==> src/rtl/rat_pkg.sv <==
// Shared return-address-stack constants and types.
// Latency: none (declarations only).
// Backpressure: not applicable.
package rat_pkg;

    // Program-counter width; return addresses are the same width.
    localparam int PC_W = 10;

    // Default number of return-address entries.
    localparam int RS_DEPTH = 16;

    typedef logic [PC_W-1:0] pc_t;

endpackage

==> src/rtl/return_stack_if.sv <==
// Bundle of the return-stack control strobes and status outputs.
// Latency: none (wiring only).
// Backpressure: none; full/empty and the sticky error flags report dropped requests.
interface return_stack_if import rat_pkg::*; #(
    parameter int DEPTH = RS_DEPTH,
    parameter int AW    = PC_W
);
    logic [AW-1:0]            pc_count;
    logic                     push;
    logic                     pop;
    logic                     flush;
    logic                     clr_err;
    logic [AW-1:0]            from_stack;
    logic [$clog2(DEPTH):0]   sp;
    logic                     empty;
    logic                     full;
    logic                     overflow;
    logic                     underflow;

    // Sequencer / PC logic side.
    modport master (
        output pc_count, push, pop, flush, clr_err,
        input  from_stack, sp, empty, full, overflow, underflow
    );

    // Return-stack side.
    modport slave (
        input  pc_count, push, pop, flush, clr_err,
        output from_stack, sp, empty, full, overflow, underflow
    );
endinterface

==> src/rtl/stack_regfile.sv <==
// DEPTH x AW entry storage: one synchronous write port, one asynchronous read port.
// Latency: write lands at the next edge; read is combinational.
// Backpressure: none; caller decides which writes are accepted.
module stack_regfile #(
    parameter int DEPTH = 16,
    parameter int AW    = 10
) (
    input  logic                     clk,
    input  logic                     we,
    input  logic [$clog2(DEPTH)-1:0] waddr,
    input  logic [AW-1:0]            wdata,
    input  logic [$clog2(DEPTH)-1:0] raddr,
    output logic [AW-1:0]            rdata
);
    logic [AW-1:0] mem [DEPTH];

    // Entries are deliberately not reset; they are invisible while the stack is empty.
    always_ff @(posedge clk) begin
        if (we) begin
            mem[waddr] <= wdata;
        end
    end

    assign rdata = mem[raddr];
endmodule

==> src/rtl/return_stack.sv <==
// Hardware CALL/RET return-address stack with sticky overflow/underflow flags.
// Latency: top-of-stack read is combinational; push/pop/flush take effect at the next edge.
// Backpressure: none; pushes when full and pops when empty are dropped and flagged.
module return_stack import rat_pkg::*; #(
    parameter int DEPTH = RS_DEPTH,
    parameter int AW    = PC_W
) (
    input  logic          clk,
    input  logic          rst_n,
    return_stack_if.slave bus
);
    localparam int IW = $clog2(DEPTH);
    localparam int SW = IW + 1;

    logic [SW-1:0] sp_q;
    logic          overflow_q;
    logic          underflow_q;

    logic          is_empty;
    logic          is_full;
    logic [IW-1:0] top_idx;
    logic [IW-1:0] push_idx;
    logic [AW-1:0] ret_addr;
    logic [AW-1:0] top_data;

    logic          push_only;
    logic          pop_only;
    logic          replace;
    logic          push_ok;
    logic          push_drop;
    logic          pop_ok;
    logic          pop_drop;
    logic          wr_en;
    logic [IW-1:0] wr_idx;

    assign is_empty = (sp_q == '0);
    assign is_full  = (sp_q == SW'(DEPTH));

    // sp-1 wraps harmlessly when empty; the read result is masked in that case.
    assign top_idx  = IW'(sp_q - SW'(1));
    assign push_idx = sp_q[IW-1:0];

    // Return address wraps naturally at 2^AW.
    assign ret_addr = bus.pc_count + AW'(1);

    // A CALL+RET pair on an empty stack degenerates to a plain CALL.
    assign push_only = bus.push & (~bus.pop | is_empty);
    assign pop_only  = bus.pop & ~bus.push;
    assign replace   = ~bus.flush & bus.push & bus.pop & ~is_empty;

    assign push_ok   = ~bus.flush & push_only & ~is_full;
    assign push_drop = ~bus.flush & push_only & is_full;
    assign pop_ok    = ~bus.flush & pop_only & ~is_empty;
    assign pop_drop  = ~bus.flush & pop_only & is_empty;

    assign wr_en  = push_ok | replace;
    assign wr_idx = replace ? top_idx : push_idx;

    stack_regfile #(
        .DEPTH (DEPTH),
        .AW    (AW)
    ) u_regfile (
        .clk   (clk),
        .we    (wr_en),
        .waddr (wr_idx),
        .wdata (ret_addr),
        .raddr (top_idx),
        .rdata (top_data)
    );

    // Stack pointer: flush wins, then accepted push or pop; replace leaves it alone.
    always_ff @(posedge clk or negedge rst_n) begin
        if (!rst_n) begin
            sp_q <= '0;
        end else if (bus.flush) begin
            sp_q <= '0;
        end else if (push_ok) begin
            sp_q <= sp_q + SW'(1);
        end else if (pop_ok) begin
            sp_q <= sp_q - SW'(1);
        end
    end

    // Sticky error flags: a new drop in the same cycle beats clr_err.
    always_ff @(posedge clk or negedge rst_n) begin
        if (!rst_n) begin
            overflow_q  <= 1'b0;
            underflow_q <= 1'b0;
        end else begin
            if (push_drop) begin
                overflow_q <= 1'b1;
            end else if (bus.clr_err) begin
                overflow_q <= 1'b0;
            end
            if (pop_drop) begin
                underflow_q <= 1'b1;
            end else if (bus.clr_err) begin
                underflow_q <= 1'b0;
            end
        end
    end

    assign bus.from_stack = is_empty ? '0 : top_data;
    assign bus.sp         = sp_q;
    assign bus.empty      = is_empty;
    assign bus.full       = is_full;
    assign bus.overflow   = overflow_q;
    assign bus.underflow  = underflow_q;
endmodule

==> src/flat_wrapper.sv <==
// flat-port wrapper written by rule: the top's interface ports become plain ports
module return_stack_flat import rat_pkg::*;
#(
    parameter int DEPTH = RS_DEPTH,
    parameter int AW    = PC_W
)
  (clk, rst_n, bus_pc_count, bus_push, bus_pop, bus_flush, bus_clr_err, bus_from_stack, bus_sp, bus_empty, bus_full, bus_overflow, bus_underflow);
  return_stack_if #(.DEPTH(DEPTH), .AW(AW)) bus_i ();
  input  logic clk;
  input  logic rst_n;
  input wire logic [$bits(bus_i.pc_count)-1:0] bus_pc_count;
  input wire logic [$bits(bus_i.push)-1:0] bus_push;
  input wire logic [$bits(bus_i.pop)-1:0] bus_pop;
  input wire logic [$bits(bus_i.flush)-1:0] bus_flush;
  input wire logic [$bits(bus_i.clr_err)-1:0] bus_clr_err;
  output wire logic [$bits(bus_i.from_stack)-1:0] bus_from_stack;
  output wire logic [$bits(bus_i.sp)-1:0] bus_sp;
  output wire logic [$bits(bus_i.empty)-1:0] bus_empty;
  output wire logic [$bits(bus_i.full)-1:0] bus_full;
  output wire logic [$bits(bus_i.overflow)-1:0] bus_overflow;
  output wire logic [$bits(bus_i.underflow)-1:0] bus_underflow;
  assign bus_i.pc_count = bus_pc_count;
  assign bus_i.push = bus_push;
  assign bus_i.pop = bus_pop;
  assign bus_i.flush = bus_flush;
  assign bus_i.clr_err = bus_clr_err;
  assign bus_from_stack = bus_i.from_stack;
  assign bus_sp = bus_i.sp;
  assign bus_empty = bus_i.empty;
  assign bus_full = bus_i.full;
  assign bus_overflow = bus_i.overflow;
  assign bus_underflow = bus_i.underflow;
  return_stack #(.DEPTH(DEPTH), .AW(AW)) u_core (.clk(clk), .rst_n(rst_n), .bus(bus_i));
endmodule
==> config.mk <==
export PLATFORM = sky130hd
export DESIGN_NAME = return_stack_flat
export DESIGN_NICKNAME = d
export VERILOG_FILES = /design/src/rtl/rat_pkg.sv /design/src/rtl/return_stack_if.sv /design/src/rtl/stack_regfile.sv /design/src/rtl/return_stack.sv /design/src/flat_wrapper.sv
export SDC_FILE = /design/constraint.sdc
export NUM_CORES = 1
export LEC_CHECK = 0
export ABC_CLOCK_PERIOD_IN_PS = 3700
export CELL_PAD_IN_SITES_DETAIL_PLACEMENT = 1
export CELL_PAD_IN_SITES_GLOBAL_PLACEMENT = 1
export CORE_MARGIN = 4
export CORE_UTILIZATION = 47
export CTS_CLUSTER_SIZE = 8
export DETAILED_ROUTE_END_ITERATION = 8
export PLACE_DENSITY = 0.79
export SYNTH_ARGS = -nofsm -noshare
export SYNTH_HDL_FRONTEND = slang
export SYNTH_SLANG_ARGS = --single-unit
export TNS_END_PERCENT = 1
==> constraint.sdc <==
create_clock -name clk -period 3.7 [get_ports clk]
set_input_delay 0.555 -clock clk [delete_from_list [all_inputs] [get_ports clk]]
set_output_delay 0.555 -clock clk [all_outputs]
set_load 0.005 [all_outputs]
==> results.yml, run 1 <==
placed_design:
  io_buffer_count: 34
  placed_area_mm2: 0.00769
  place_hpwl_um: 10500
  gp_congestion: 0.845
sta:
  rsz0062_at_grt: "false"
  hold_viol: 0
  finalClockSkew_ns: 0.00841
  period_minus_slack_ns: 3.51
  setup_viol: 0
  relSlewSlack: 0.169
  fmax_mhz: 285
  timing.hold.ws_ns: 0.406
  finalCritPeriodShare: 0.949
  slew_viol_final: 0
  tightest_slew_ns: 1.24
  tns_ns: 0
floorplan:
  die-area_mm2: 0.0170
  placementRows: 44
  core_area_mm2: 0.0146
  die_h_um: 130
  dieWidth_um: 130
  start_util: 0.482
  top_level_ports: 35
critical_path:
  worst-path-max-fanout: 28
  worst_setup_path_end_kind: "output port"
  worstSetupStartpointType: "flip-flop"
  max_stage_delay_ns: 0.50
  required_ns: 3.14
  cp.arrival_ns: 2.96
  slowest_stage: "dfrtp_1"
  criticalPathCategory: "flip-flop to output port"
  crit_chain: "inv_1 > ha_4 > buf_12 > mux4_2 > mux2i_2 > o22ai_1 > clkdlybuf4s50_1"
cells_and_area:
  post-route-util: 0.571
  area_growth_pct: 18.4
  antennaDiodeCount: 0
  final_common_cell: "edfxtp_1"
  layout-drive-gt1-share: 0.234
  mostFrequentLayoutCells: "edfxtp_1, mux4_2, clkdlybuf4s50_1"
  fin_area_mm2: 0.00833
  fin_nets: 455
detailed_routing:
  drc: 0
  firstDrtPassIters: 4
  antenna_left: 0
  drt-initial-drc-count: 228
  via_count: 3797
  routedWlPerCell_um: 25.5
  routed_wl_um: 16100
  avgViaCountPerCell: 6.00
run:
  max-cap-violations: 0
pwr:
  p_sw_mw: 2.27
  p_total_mw: 6.85
  combPwrFrac: 0.413
  switching_share: 0.331
  p_int_mw: 4.58
  power_leakage_nw: 2.74
  sequentialPowerShare: 0.328
  clkPwrFrac: 0.258
  powerDensity_mw_per_mm2: 823
  ir_drop_mv: 0.630
clock_tree:
  post_cts_resized: 2
  cts_root_buf: "clkbuf_16"
  hold_buffers: 0
  clk_latency_ns: 0.43
  clockBufferDepth: 2
  clkTransAtPathRegs_ns: 0.06
  h-tree-depth: 4
  cts_setup_buffers: 0
  cts_buffers: 17
  clkSinkCount: 167
  cts_tree: "done"
yosys:
  synth_top_family_by_area: "multiplexers"
  yosys_warnings: 0
  syn_inst: 385
  synth_xor_area_frac: 0.0162
  synth_ff_type: "edfxtp_1"
  async_reset_ff_frac: 0.0419
  syn-cell-area_mm2: 0.00703
  muxShareOfSynthArea: 0.162
  synthAdderAreaFrac: 0.00534
  seq_area_frac_synth: 0.708
  synth-edff-count: 160
  yosys.area_share.simple: 0.0535
  ys_ff_latch: 167
  syn_area_per_cell_um2: 18.3
  synth_compound_area_frac: 0.0366
  synth_cell_types: 41
  syn_nets: 404
worst_hold_path:
  min_path_type: "input port to async pin"
global_route:
  grt_pass1_vias: 4081
  grt_max_degree: 48
  grt_use_total: 0.206
  grt-ovfl-total: 0
  antenna_found_initial: 0
  grt_pass1_wl_um: 25000
outcome:
  outcome: "completed"
==> power groups by stage <==
stage / sequential (mW) / combinational (mW) / clock [mW]
floorplan: 2.27 / 1.73 / 0
global placement: 2.28 / 2.74 / 0
detailed placement: 2.29 / 2.80 / 0
CTS: 2.25 / 2.85 / 1.80
global route: 2.26 / 3.04 / 1.88
finish: 2.25 / 2.83 / 1.77
==> synthesized netlist by cell type, drive strengths merged (2+ instances only) <==
master | instances | area, um^2
nor3b | 2 | 15.0
a21oi | 5 | 25.0
clkbuf | 11 | 41.3
o21ai | 7 | 35.0
buf | 10 | 52.6
ha | 3 | 37.5
xnor2 | 10 | 87.6
edfxtp | 160 | 4800
a31oi | 3 | 18.8
nor3 | 6 | 30.0
and3 | 5 | 31.3
mux2i | 24 | 240
nor4 | 2 | 12.5
nand2b | 3 | 18.8
nand2 | 8 | 30.0
nor2 | 30 | 113
o22ai | 10 | 62.6
inv | 9 | 33.8
mux4 | 40 | 901
dfrtp | 7 | 175
xor2 | 3 | 26.3
nand3 | 10 | 50.1
==> path summary, 6_finish.rpt <==
| check | startpoint | slack, ns | depth (start not counted) | endpoint |
|---|---|---|---|---|
| worst max-delay path | u_core.bus.sp[1] | 0.19 | 7 | bus_from_stack[1] |
| worst min-delay path | rst_n | 0.41 | 1 | u_core.bus.underflow |
| min in group clk | u_core.bus.underflow | 0.55 | 2 | u_core.bus.underflow |
| worst min register to register | u_core.bus.underflow | 0.55 | 2 | u_core.bus.underflow |
| worst max register to register | u_core.bus.sp[0] | 0.44 | 8 | u_core.u_regfile.mem[15][4] |
| max in group asynchronous | rst_n | 3.01 | 1 | u_core.bus.sp[0] |
==> stage by stage <==
step | instances | worst slack, ns
after floorplan | 385 | 0.162
after global placement | 601 | 0.516
after detailed placement | 601 | 0.411
after CTS | 633 | 0.0281
after global routing | 633 | 0.0480
final | 633 | 0.190
==> metal layers <==
metal  track usage  vias to the layer above  share of wire
met3        0.0454                       25          0.053
met5             0                        -              0
met4        0.0750                        0          0.020
met1         0.273                     1997           0.42
met2         0.339                      118           0.51
li1              -                     1657              -
==> cell families (layout without fill, tap and decap cells) <==
logic type                 Yosys count  count (layout)
AOI/OAI and AO/OA                   34              34
xor gates and xnor gates            13              13
adders and majority gates            3               3
buffers and inverters               30              94
DFF                                167             167
muxes                               64              64
and+or+nand+nor                     74              74
==> critical path, delay by kind of cell, from the launching register on <==
family                     cells  cell delay [ns]
adders and majority gates      1             0.41
buffers and inverters          3             0.87
muxes                          2             0.59
DFF                            1             0.50
AOI/OAI and AO/OA              1             0.15
==> registers in the layout, summed over array words and instances (netlist names) <==
signal,count
u_core.u_regfile.mem,160
u_core.bus.sp,5
u_core.bus.overflow,1
u_core.bus.underflow,1
==> final cells by class <==
class | count | area (um^2)
Fill cell | 1263 | 6260
Sequential cell | 167 | 4980
Multi-Input combinational cell | 188 | 1970
Timing Repair Buffer | 53 | 512
Clock buffer | 17 | 425
Tap cell | 184 | 230
Clock inverter | 15 | 169
Inverter | 9 | 33.8
Power figures use the tool's default switching activity.
==> inputs of run 2 (changes only) <==
--- a/config.mk
+++ b/config.mk
@@ -5,7 +5,6 @@
 export SDC_FILE = /design/constraint.sdc
 export NUM_CORES = 1
 export LEC_CHECK = 0
-export ABC_CLOCK_PERIOD_IN_PS = 3700
 export CELL_PAD_IN_SITES_DETAIL_PLACEMENT = 1
 export CELL_PAD_IN_SITES_GLOBAL_PLACEMENT = 1
 export CORE_MARGIN = 4
==> results of run 2 <==
Final layout, timing and power as in run 1 (identical DEF).
==> inputs of run 3 (changes only) <==
--- a/config.mk
+++ b/config.mk
@@ -7,11 +7,11 @@
 export LEC_CHECK = 0
 export CELL_PAD_IN_SITES_DETAIL_PLACEMENT = 1
 export CELL_PAD_IN_SITES_GLOBAL_PLACEMENT = 1
-export CORE_MARGIN = 4
-export CORE_UTILIZATION = 47
+export CORE_UTILIZATION = 46
 export CTS_CLUSTER_SIZE = 8
 export DETAILED_ROUTE_END_ITERATION = 8
-export PLACE_DENSITY = 0.79
+export HOLD_SLACK_MARGIN = 0.15
+export PLACE_DENSITY = 0.77
 export SYNTH_ARGS = -nofsm -noshare
 export SYNTH_HDL_FRONTEND = slang
 export SYNTH_SLANG_ARGS = --single-unit
==> run 3 against run 2 <==
Compared with the run above: the flow now finishes with violations (design-rule violations); largest power group unchanged; largest cell class unchanged; non-clock buffer count is 1 higher; clock-buffer cell count is 1 higher; routed wire length is 2.6% lower; via count is 2.0% lower; final cell count is 0.16% higher.
==> results.yml, run 3 (synthesized netlist as in run 1, its figures left out) <==
global_route:
  grt_max_degree: 28
  grt_pass1_vias: 4042
  antenna_found_initial: 0
  grt-ovfl-total: 0
  grt_pass1_wl_um: 24400
  grt_use_total: 0.218
cells_and_area:
  regMostFlops: "u_core.u_regfile.mem"
  mostFrequentLayoutCells: "edfxtp_1, mux4_2, clkdlybuf4s50_1"
  regArea_mm2: 0.00498
  area_growth_pct: 18.8
  final_common_cell: "edfxtp_1"
  antennaDiodeCount: 0
  layout-drive-gt1-share: 0.236
  final_cells: 634
  largest_reg_flops: 160
  num-fill-cells: 1316
  multi_input_area_mm2: 0.00199
  fin_nets: 456
sta:
  slew_viol_final: 0
  timing.hold.ws_ns: 0.383
  relSlewSlack: 0.135
  hold_viol: 0
  tns_ns: 0
  period_minus_slack_ns: 3.52
  rsz0062_at_grt: "false"
  tightest_slew_ns: 1.29
  finalClockSkew_ns: 0.0112
  finalCritPeriodShare: 0.950
  setup_viol: 0
  fmax_mhz: 284
clock_tree:
  h-tree-depth: 4
  cts_buffers: 17
  clkSinkCount: 167
  clk_latency_ns: 0.44
  cts_root_buf: "clkbuf_16"
  clkTransAtPathRegs_ns: 0.06
  cts_setup_buffers: 0
  cts_tree: "done"
  clockBufferDepth: 2
floorplan:
  core_area_mm2: 0.0148
  placementRows: 44
  top_level_ports: 35
  dieWidth_um: 126
  start_util: 0.477
  die-area_mm2: 0.0158
  die_h_um: 126
detailed_routing:
  drt-initial-drc-count: 209
  routed_wl_um: 15700
  antenna_left: 0
  via_count: 3720
  avgViaCountPerCell: 5.87
  routedWlPerCell_um: 24.8
  firstDrtPassIters: 6
  drc: 5
outcome:
  failed_checks: "design-rule violations"
  outcome: "finished, violations left"
placed_design:
  place_hpwl_um: 10500
  io_buffer_count: 34
  gp_congestion: 0.907
  placedCellCount: 602
pwr:
  powerDensity_mw_per_mm2: 824
  power_leakage_nw: 2.77
  ir_drop_mv: 0.499
critical_path:
  required_ns: 3.14
  worst-path-max-fanout: 14
  worst_setup_path_end_kind: "output port"
  criticalPathCategory: "flip-flop to output port"
  worstSetupStartpointType: "flip-flop"
  cp.arrival_ns: 2.96
run:
  max-cap-violations: 0
worst_hold_path:
  min_path_type: "input port to async pin"
## run 3: cell types whose count changed in the layout (fill, tap and decap cells not counted), moves of 2 or more
cell / previous run / this run
clkinvlp_4: 3 / 1
buf_4: 16 / 18
clkinv_2: 1 / 3
inv_6: 5 / 3
## run 3: report_power, final
group / internal (mW) / switching [mW] / total [mW]
sequential: 2.20 / 0.0606 / 2.27
clock: 1.07 / 0.725 / 1.79
combinational: 1.38 / 1.45 / 2.83
total: 4.65 / 2.24 / 6.88
## run 3: layout make-up
class | count | share of cell area
well taps | 184 | 0.0276
repair buffers | 54 | 0.0617
flip-flops and latches | 167 | 0.596
clock inverters | 14 | 0.0208
inverters | 9 | 0.00404
multi-input cells | 188 | 0.238
clock buffers | 18 | 0.0514
## run 3: critical path, cell delays in order, from the launching register on
cell             delay [ns]
dfrtp_1                0.45
or2_2                  0.40
nor2_2                 0.20
xnor2_4                0.28
buf_12                 0.25
mux2i_1                0.27
o22ai_1                0.14
clkdlybuf4s50_1        0.52
## run 3: worst paths after layout
path                                          endpoint  cells after the start  slack, ns           startpoint
max                                  bus_from_stack[2]                      7       0.18     u_core.bus.sp[1]
min                               u_core.bus.underflow                      1       0.38                rst_n
max reg2reg                u_core.u_regfile.mem[11][1]                      8       0.40     u_core.bus.sp[0]
min reg2reg                        u_core.bus.overflow                      1       0.57  u_core.bus.overflow
max in group asynchronous             u_core.bus.sp[0]                      1       3.04                rst_n
min in group clk                   u_core.bus.overflow                      1       0.57  u_core.bus.overflow
## run 3: routing by layer
metal | vias to the layer above | GRT usage | routed length, um
li1 | 1657 | - | -
met1 | 1950 | 0.275 | 6410
met2 | 94 | 0.371 | 8150
met3 | 19 | 0.0459 | 911
met4 | 0 | 0.0890 | 269
met5 | - | 0 | 0
## run 3: through the flow
step / setup slack, ns / cell area, um^2 / util / power (mW)
2_1_floorplan: 0.162 / 7030 / - / 4.00
5_1_grt: 0.0500 / 8360 / 0.566 / 7.19
6_report: 0.184 / 8360 / 0.566 / 6.88
3_5_place_dp: 0.338 / 7700 / 0.522 / 5.12
3_3_place_gp: 0.417 / 7700 / 0.522 / 5.05
4_1_cts: 0.0249 / 8320 / 0.564 / 6.95
## run 3: what timing repair did
| item | CTS | global route |
|---|---|---|
| resized for setup | 2 | 2 |
| setup endpoints to repair | 9 | 7 |
| hold buffers | 0 | 0 |
| pin swaps | 0 | 0 |
==> patch 1: new RTL, config.mk and constraints of run 2 <==
Set the package constant `RS_DEPTH` to 32 (it was 16).
--- a/src/rtl/rat_pkg.sv
+++ b/src/rtl/rat_pkg.sv
@@ -7,7 +7,7 @@
     localparam int PC_W = 10;
 
     // Default number of return-address entries.
-    localparam int RS_DEPTH = 16;
+    localparam int RS_DEPTH = 32;
 
     typedef logic [PC_W-1:0] pc_t;
 
Ports: changed (resized bus_sp); port bits go from 35 to 36. No check against the original RTL was run, so the function may have changed too.
==> patch 1 against run 2 <==
- the run now ends with setup timing left
- largest power group unchanged
- maximum frequency down 7.8%
- wire length up 130%
- total power up 120%
- area after synthesis up 91%
- utilization is 1.4 points higher
- cell count up 85%
- setup slack lost 0.30 ns
- sequential cell count up 161
- final area grew 97%
- critical endpoint is now bus_from_stack[9]
==> patch 1: results (changes against run 2) <==
{
  "grtUsageMet2": {"value": 37.4, "unit": "%", "change": "+3.4 points"},
  "number_of_drc_violations_after_detailed_routing_iteration_0": {"value": 1047, "change": "+360%"},
  "synth_area_leaders": "sky130_fd_sc_hd__edfxtp_1 (71%), sky130_fd_sc_hd__mux4_2 (13%), sky130_fd_sc_hd__mux2i_1 (2.6%)",
  "final-setup-viol-count": {"value": 5, "change": "+5"},
  "dp_worst_setup_slack": {"value": 0.131, "unit": "ns", "change": "-0.280 ns"},
  "grt_pass1_vias": {"value": 7736, "change": "+90%"},
  "worst_ep_arrival_time": {"value": 3.25, "unit": "ns", "change": "+0.29 ns"},
  "h-tree-depth": {"value": 2, "change": "-2"},
  "cellLeakagePower": {"value": 0.00535, "unit": "uW", "change": "+95%"},
  "placement.cell_area": {"value": 0.0147, "unit": "mm2", "change": "+91%"},
  "setup_total_negative_slack": {"value": -0.354, "unit": "ns", "change": "-0.354 ns"},
  "cp_max_fo": {"value": 24, "change": "-14%"},
  "detailedPlacementHpwl": {"value": 20.6, "unit": "mm", "change": "+96%"},
  "failed_checks": "setup timing",
  "postLayoutSetupSlackWorst": {"value": -0.108, "unit": "ns", "change": "-0.298 ns"},
  "final_layout_size_suffix_gt1_share": {"value": 33.4, "unit": "%", "change": "+10 points"},
  "status": "complete, but fails checks",
  "distinct_cells_synth": {"value": 59, "change": "+44%"},
  "synth.net_count": {"value": 676, "change": "+67%"},
  "grt_pass1_wl": {"value": 52.4, "unit": "mm", "change": "+110%"},
  "post_synth_most_frequent_cells": "sky130_fd_sc_hd__edfxtp_1 (320), sky130_fd_sc_hd__mux4_2 (80), sky130_fd_sc_hd__nor2_1 (43)",
  "placed_cells": {"value": 1094, "change": "+82%"},
  "vdd_drop_max": {"value": 0.523, "unit": "mV", "change": "-17%"},
  "drt-vias-per-instance": {"value": 6.28, "change": "+4.6%"},
  "worst-slew-pin-transition": {"value": 1.21, "unit": "ns", "change": "-0.0237 ns"},
  "cts_made_buffers": {"value": 46, "change": "+29"}
}
patch 1: cell types whose count changed after synthesis, sizes merged, moves of 11 or more:
| cell | before | now |
|---|---|---|
| nor2 | 30 | 44 |
| mux2i | 24 | 36 |
| mux4 | 40 | 80 |
| mux2 | 0 | 11 |
| buf | 10 | 23 |
| edfxtp | 160 | 320 |
patch 1: logic make-up after synthesis:
family / synth area share (%)
and+or+nand+nor: 3.68
xor gates and xnor gates: 0.903
muxes: 17.1
buffers and inverters: 1.47
adders and majority gates: 0.372
AOI/OAI and AO/OA: 3.49
DFF: 73.0
patch 1: what timing repair did:
action,in CTS,in global routing
buffers inserted,5,2
pin swaps,2,2
setup endpoints to repair,10,10
gates resized for setup,28,21
gates cloned,3,1
patch 1: final timing paths:
| path | start | depth (start not counted) | end | slack (ns) |
|---|---|---|---|---|
| worst max-delay path | u_core.bus.sp[0]$_DFFE_PN0P_ | 8 | bus_from_stack[9] | -0.11 |
| worst max register to register | u_core.bus.sp[1]$_DFFE_PN0P_ | 8 | u_core.u_regfile.mem[31][9]$_DFFE_PP_ | 0.41 |
| worst min register to register | u_core.bus.underflow$_DFFE_PN0P_ | 1 | u_core.bus.underflow$_DFFE_PN0P_ | 0.54 |
| min in group clk | u_core.bus.underflow$_DFFE_PN0P_ | 1 | u_core.bus.underflow$_DFFE_PN0P_ | 0.54 |
| max in group asynchronous | rst_n | 1 | u_core.bus.sp[0]$_DFFE_PN0P_ | 3.07 |
| worst min-delay path | rst_n | 1 | u_core.bus.sp[4]$_DFFE_PN0P_ | 0.29 |
patch 1: area by class of cell:
type / instances / area [um2]
Clock buffer: 61 / 1210
Clock inverter: 3 / 70.1
Fill cell: 2364 / 11600
Multi-Input combinational cell: 289 / 3730
Tap cell: 378 / 473
Inverter: 7 / 27.5
Timing Repair Buffer: 103 / 1050
Sequential cell: 328 / 9810
patch 1: critical path, stage by stage (launching register included):
cell and delay [ns]:
sky130_fd_sc_hd__dfrtp_4 0.43, sky130_fd_sc_hd__clkinv_2 0.11, sky130_fd_sc_hd__ha_4 0.41, sky130_fd_sc_hd__buf_16 0.22, sky130_fd_sc_hd__mux4_2 0.33, sky130_fd_sc_hd__mux2_2 0.33, sky130_fd_sc_hd__a2bb2oi_4 0.21, sky130_fd_sc_hd__o221ai_1 0.16
sky130_fd_sc_hd__clkdlybuf4s50_1 0.49
patch 1: report_power, final:
group	total (uW)	internal, uW	switching (uW)
Clock	3810	2270	1540
Combinational	6980	3270	3710
Sequential	4390	4280	117
Total	15200	9810	5370
patch 1: metal layers:
| metal | wire, um | up-vias |
|---|---|---|
| met4 | 942 | 0 |
| li1 | - | 2957 |
| met2 | 18700 | 438 |
| met3 | 2900 | 60 |
| met5 | 0 | - |
| met1 | 14300 | 3882 |
==> patch 2: new RTL, config.mk and constraints of run 2 <==
Made on the original files. Make the reset (`rst_n`) synchronous in 2 clocked blocks. Comments in the files are not updated.
--- a/src/rtl/return_stack.sv
+++ b/src/rtl/return_stack.sv
@@ -69,7 +69,7 @@
     );
 
     // Stack pointer: flush wins, then accepted push or pop; replace leaves it alone.
-    always_ff @(posedge clk or negedge rst_n) begin
+    always_ff @(posedge clk) begin
         if (!rst_n) begin
             sp_q <= '0;
         end else if (bus.flush) begin
@@ -82,7 +82,7 @@
     end
 
     // Sticky error flags: a new drop in the same cycle beats clr_err.
-    always_ff @(posedge clk or negedge rst_n) begin
+    always_ff @(posedge clk) begin
         if (!rst_n) begin
             overflow_q  <= 1'b0;
             underflow_q <= 1'b0;
Check against the original RTL: differs if rst_n is asserted again (counterexample within 4 cycles, from zero or initial values and one cycle with rst_n low); with rst_n held inactive, the same outputs for 10 cycles.
==> patch 2 against run 2 <==
- synthesized cell count increased by 0.78%
- critical path depth stayed put
- critical endpoint is now bus_from_stack[9]
- sequential cell count unchanged
- setup slack lost 0.065 ns
- critical path type unchanged
- maximum frequency is 1.8% lower
- wire length is 6.6% higher
- area after synthesis increased by 0.84%
- final area up 1.2%
Power is not compared: it rests on default switching activity, and its combinational part moved more than twofold at a synthesized area within 25%.
==> patch 2: results (changes against run 2) <==
{
  "wl_per_cell": {"value": 26.5, "unit": "um", "change": "+4.0%"},
  "dp_worst_setup_slack": {"value": 0.621, "unit": "ns", "change": "+0.210 ns"},
  "regToRegSetupSlack": {"value": 0.66, "unit": "ns", "change": "+0.22 ns"},
  "synth.net_count": {"value": 408, "change": "+0.99%"},
  "detailedRoute.firstPassIterationCount": {"value": 5, "change": "+1"},
  "layout.clock_buffers": {"value": 18, "change": "+1"},
  "layout.area.seq": {"value": 0.00495, "unit": "mm2", "change": "-0.65%"},
  "final_layout_size_suffix_gt1_share": {"value": 24.9, "unit": "%", "change": "+1.6 points"},
  "number_of_drc_violations_after_detailed_routing_iteration_0": {"value": 344, "change": "+51%"},
  "layout.buffer.nonclock.area_share": {"value": 7.13, "unit": "%", "change": "+0.98 points"},
  "status": "finished clean",
  "distinct_cells_synth": {"value": 53, "change": "+29%"},
  "worst_hold_slack": {"value": 0.479, "unit": "ns", "change": "+0.0731 ns"},
  "yosysSeqAreaShare": {"value": 69.7, "unit": "%", "change": "-1.1 points"},
  "worst_ep_arrival_time": {"value": 3.02, "unit": "ns", "change": "+0.06 ns"},
  "critical-path-slowest-cell": "sky130_fd_sc_hd__ha_2",
  "num-multi-input-gates": {"value": 190, "change": "+1.1%"},
  "yosys_warnings": {"value": 0, "change": "unchanged"},
  "synth_area_leaders": "sky130_fd_sc_hd__edfxtp_1 (68%), sky130_fd_sc_hd__mux4_2 (13%), sky130_fd_sc_hd__mux2i_1 (3.0%)",
  "r2r-end": "u_core.u_regfile.mem[7][5]$_DFFE_PP_",
  "grt_pass1_wl": {"value": 26.3, "unit": "mm", "change": "+5.2%"},
  "synth_async_sr_flop_share": {"value": 0, "unit": "%", "change": "-4.2 points"},
  "drt_wl_total": {"value": 17.2, "unit": "mm", "change": "+6.6%"},
  "wl_met1": {"value": 7.03, "unit": "mm", "change": "+4.7%"},
  "min-delay-path-class": "flip-flop to flip-flop",
  "pin_count_of_the_biggest_net_entering_global_routing": {"value": 27, "change": "-44%"},
  "cts-resized-gates": {"value": 0, "change": "-2"},
  "n_all_buffers": {"value": 67, "change": "+26%"},
  "clk_share": {"value": 6.86, "unit": "%", "change": "-0.27 points"},
  "grt.met1_usage": {"value": 28.8, "unit": "%", "change": "+1.5 points"},
  "multi_input_comb_area": {"value": 0.00203, "unit": "mm2", "change": "+2.9%"},
  "syn-instance-count": {"value": 388, "change": "+0.78%"},
  "finalClockSkew": {"value": 0.00646, "unit": "ns", "change": "-0.00195 ns"},
  "cp_max_fo": {"value": 14, "change": "-50%"},
  "grt_pass1_vias": {"value": 4249, "change": "+4.1%"},
  "largest_stage_delay_worst_path": {"value": 0.60, "unit": "ns", "change": "+0.10 ns"},
  "final_net_count": {"value": 472, "change": "+3.7%"},
  "detailedPlacementHpwl": {"value": 11.0, "unit": "mm", "change": "+4.6%"},
  "grt_use_total": {"value": 21.8, "unit": "%", "change": "+1.2 points"},
  "met3_routed_length": {"value": 1.08, "unit": "mm", "change": "+27%"},
  "worst-slew-pin-transition": {"value": 1.21, "unit": "ns", "change": "-0.0250 ns"}
}
patch 2: worst register-to-register path, stage by stage (launching register included):
cell and delay, ns:
sky130_fd_sc_hd__dfxtp_4 0.37, sky130_fd_sc_hd__inv_1 0.10, sky130_fd_sc_hd__ha_2 0.23, sky130_fd_sc_hd__or4b_4 0.31, sky130_fd_sc_hd__inv_1 0.17, sky130_fd_sc_hd__nor4_2 0.70
sky130_fd_sc_hd__a21oi_1 0.27, sky130_fd_sc_hd__nor3_1 0.30, sky130_fd_sc_hd__buf_4 0.28
patch 2: worst max-delay path by stage:
| stage | startpoint | end | slack [ns] | cells after the start |
|---|---|---|---|---|
| global route | u_core.bus.sp[0]$_SDFFE_PP0P_ | bus_from_stack[9] | 0.03 | 7 |
| finish | u_core.bus.sp[0]$_SDFFE_PP0P_ | bus_from_stack[9] | 0.12 | 7 |
| floorplan | u_core.bus.sp[0]$_SDFFE_PP0P_ | u_core.u_regfile.mem[8][0]$_DFFE_PP_ | -0.18 | 9 |
| global placement | u_core.bus.sp[0]$_SDFFE_PP0P_ | bus_from_stack[9] | 0.66 | 7 |
| detailed placement | bus_pc_count[0] | u_core.u_regfile.mem[10][9]$_DFFE_PP_ | 0.62 | 5 |
| CTS | u_core.bus.sp[0]$_SDFFE_PP0P_ | bus_from_stack[9] | 0.14 | 7 |
patch 2: cells by family after synthesis:
kind of cell | Yosys count | synth area share (%)
flip-flops | 167 | 69.7
AND/OR/NAND/NOR | 64 | 5.33
multiplexers | 61 | 15.7
AO/OA/AOI/OAI | 48 | 4.99
buffers and inverters | 31 | 1.99
XOR/XNOR | 13 | 1.61
adder cells (fa/ha/maj) | 4 | 0.706
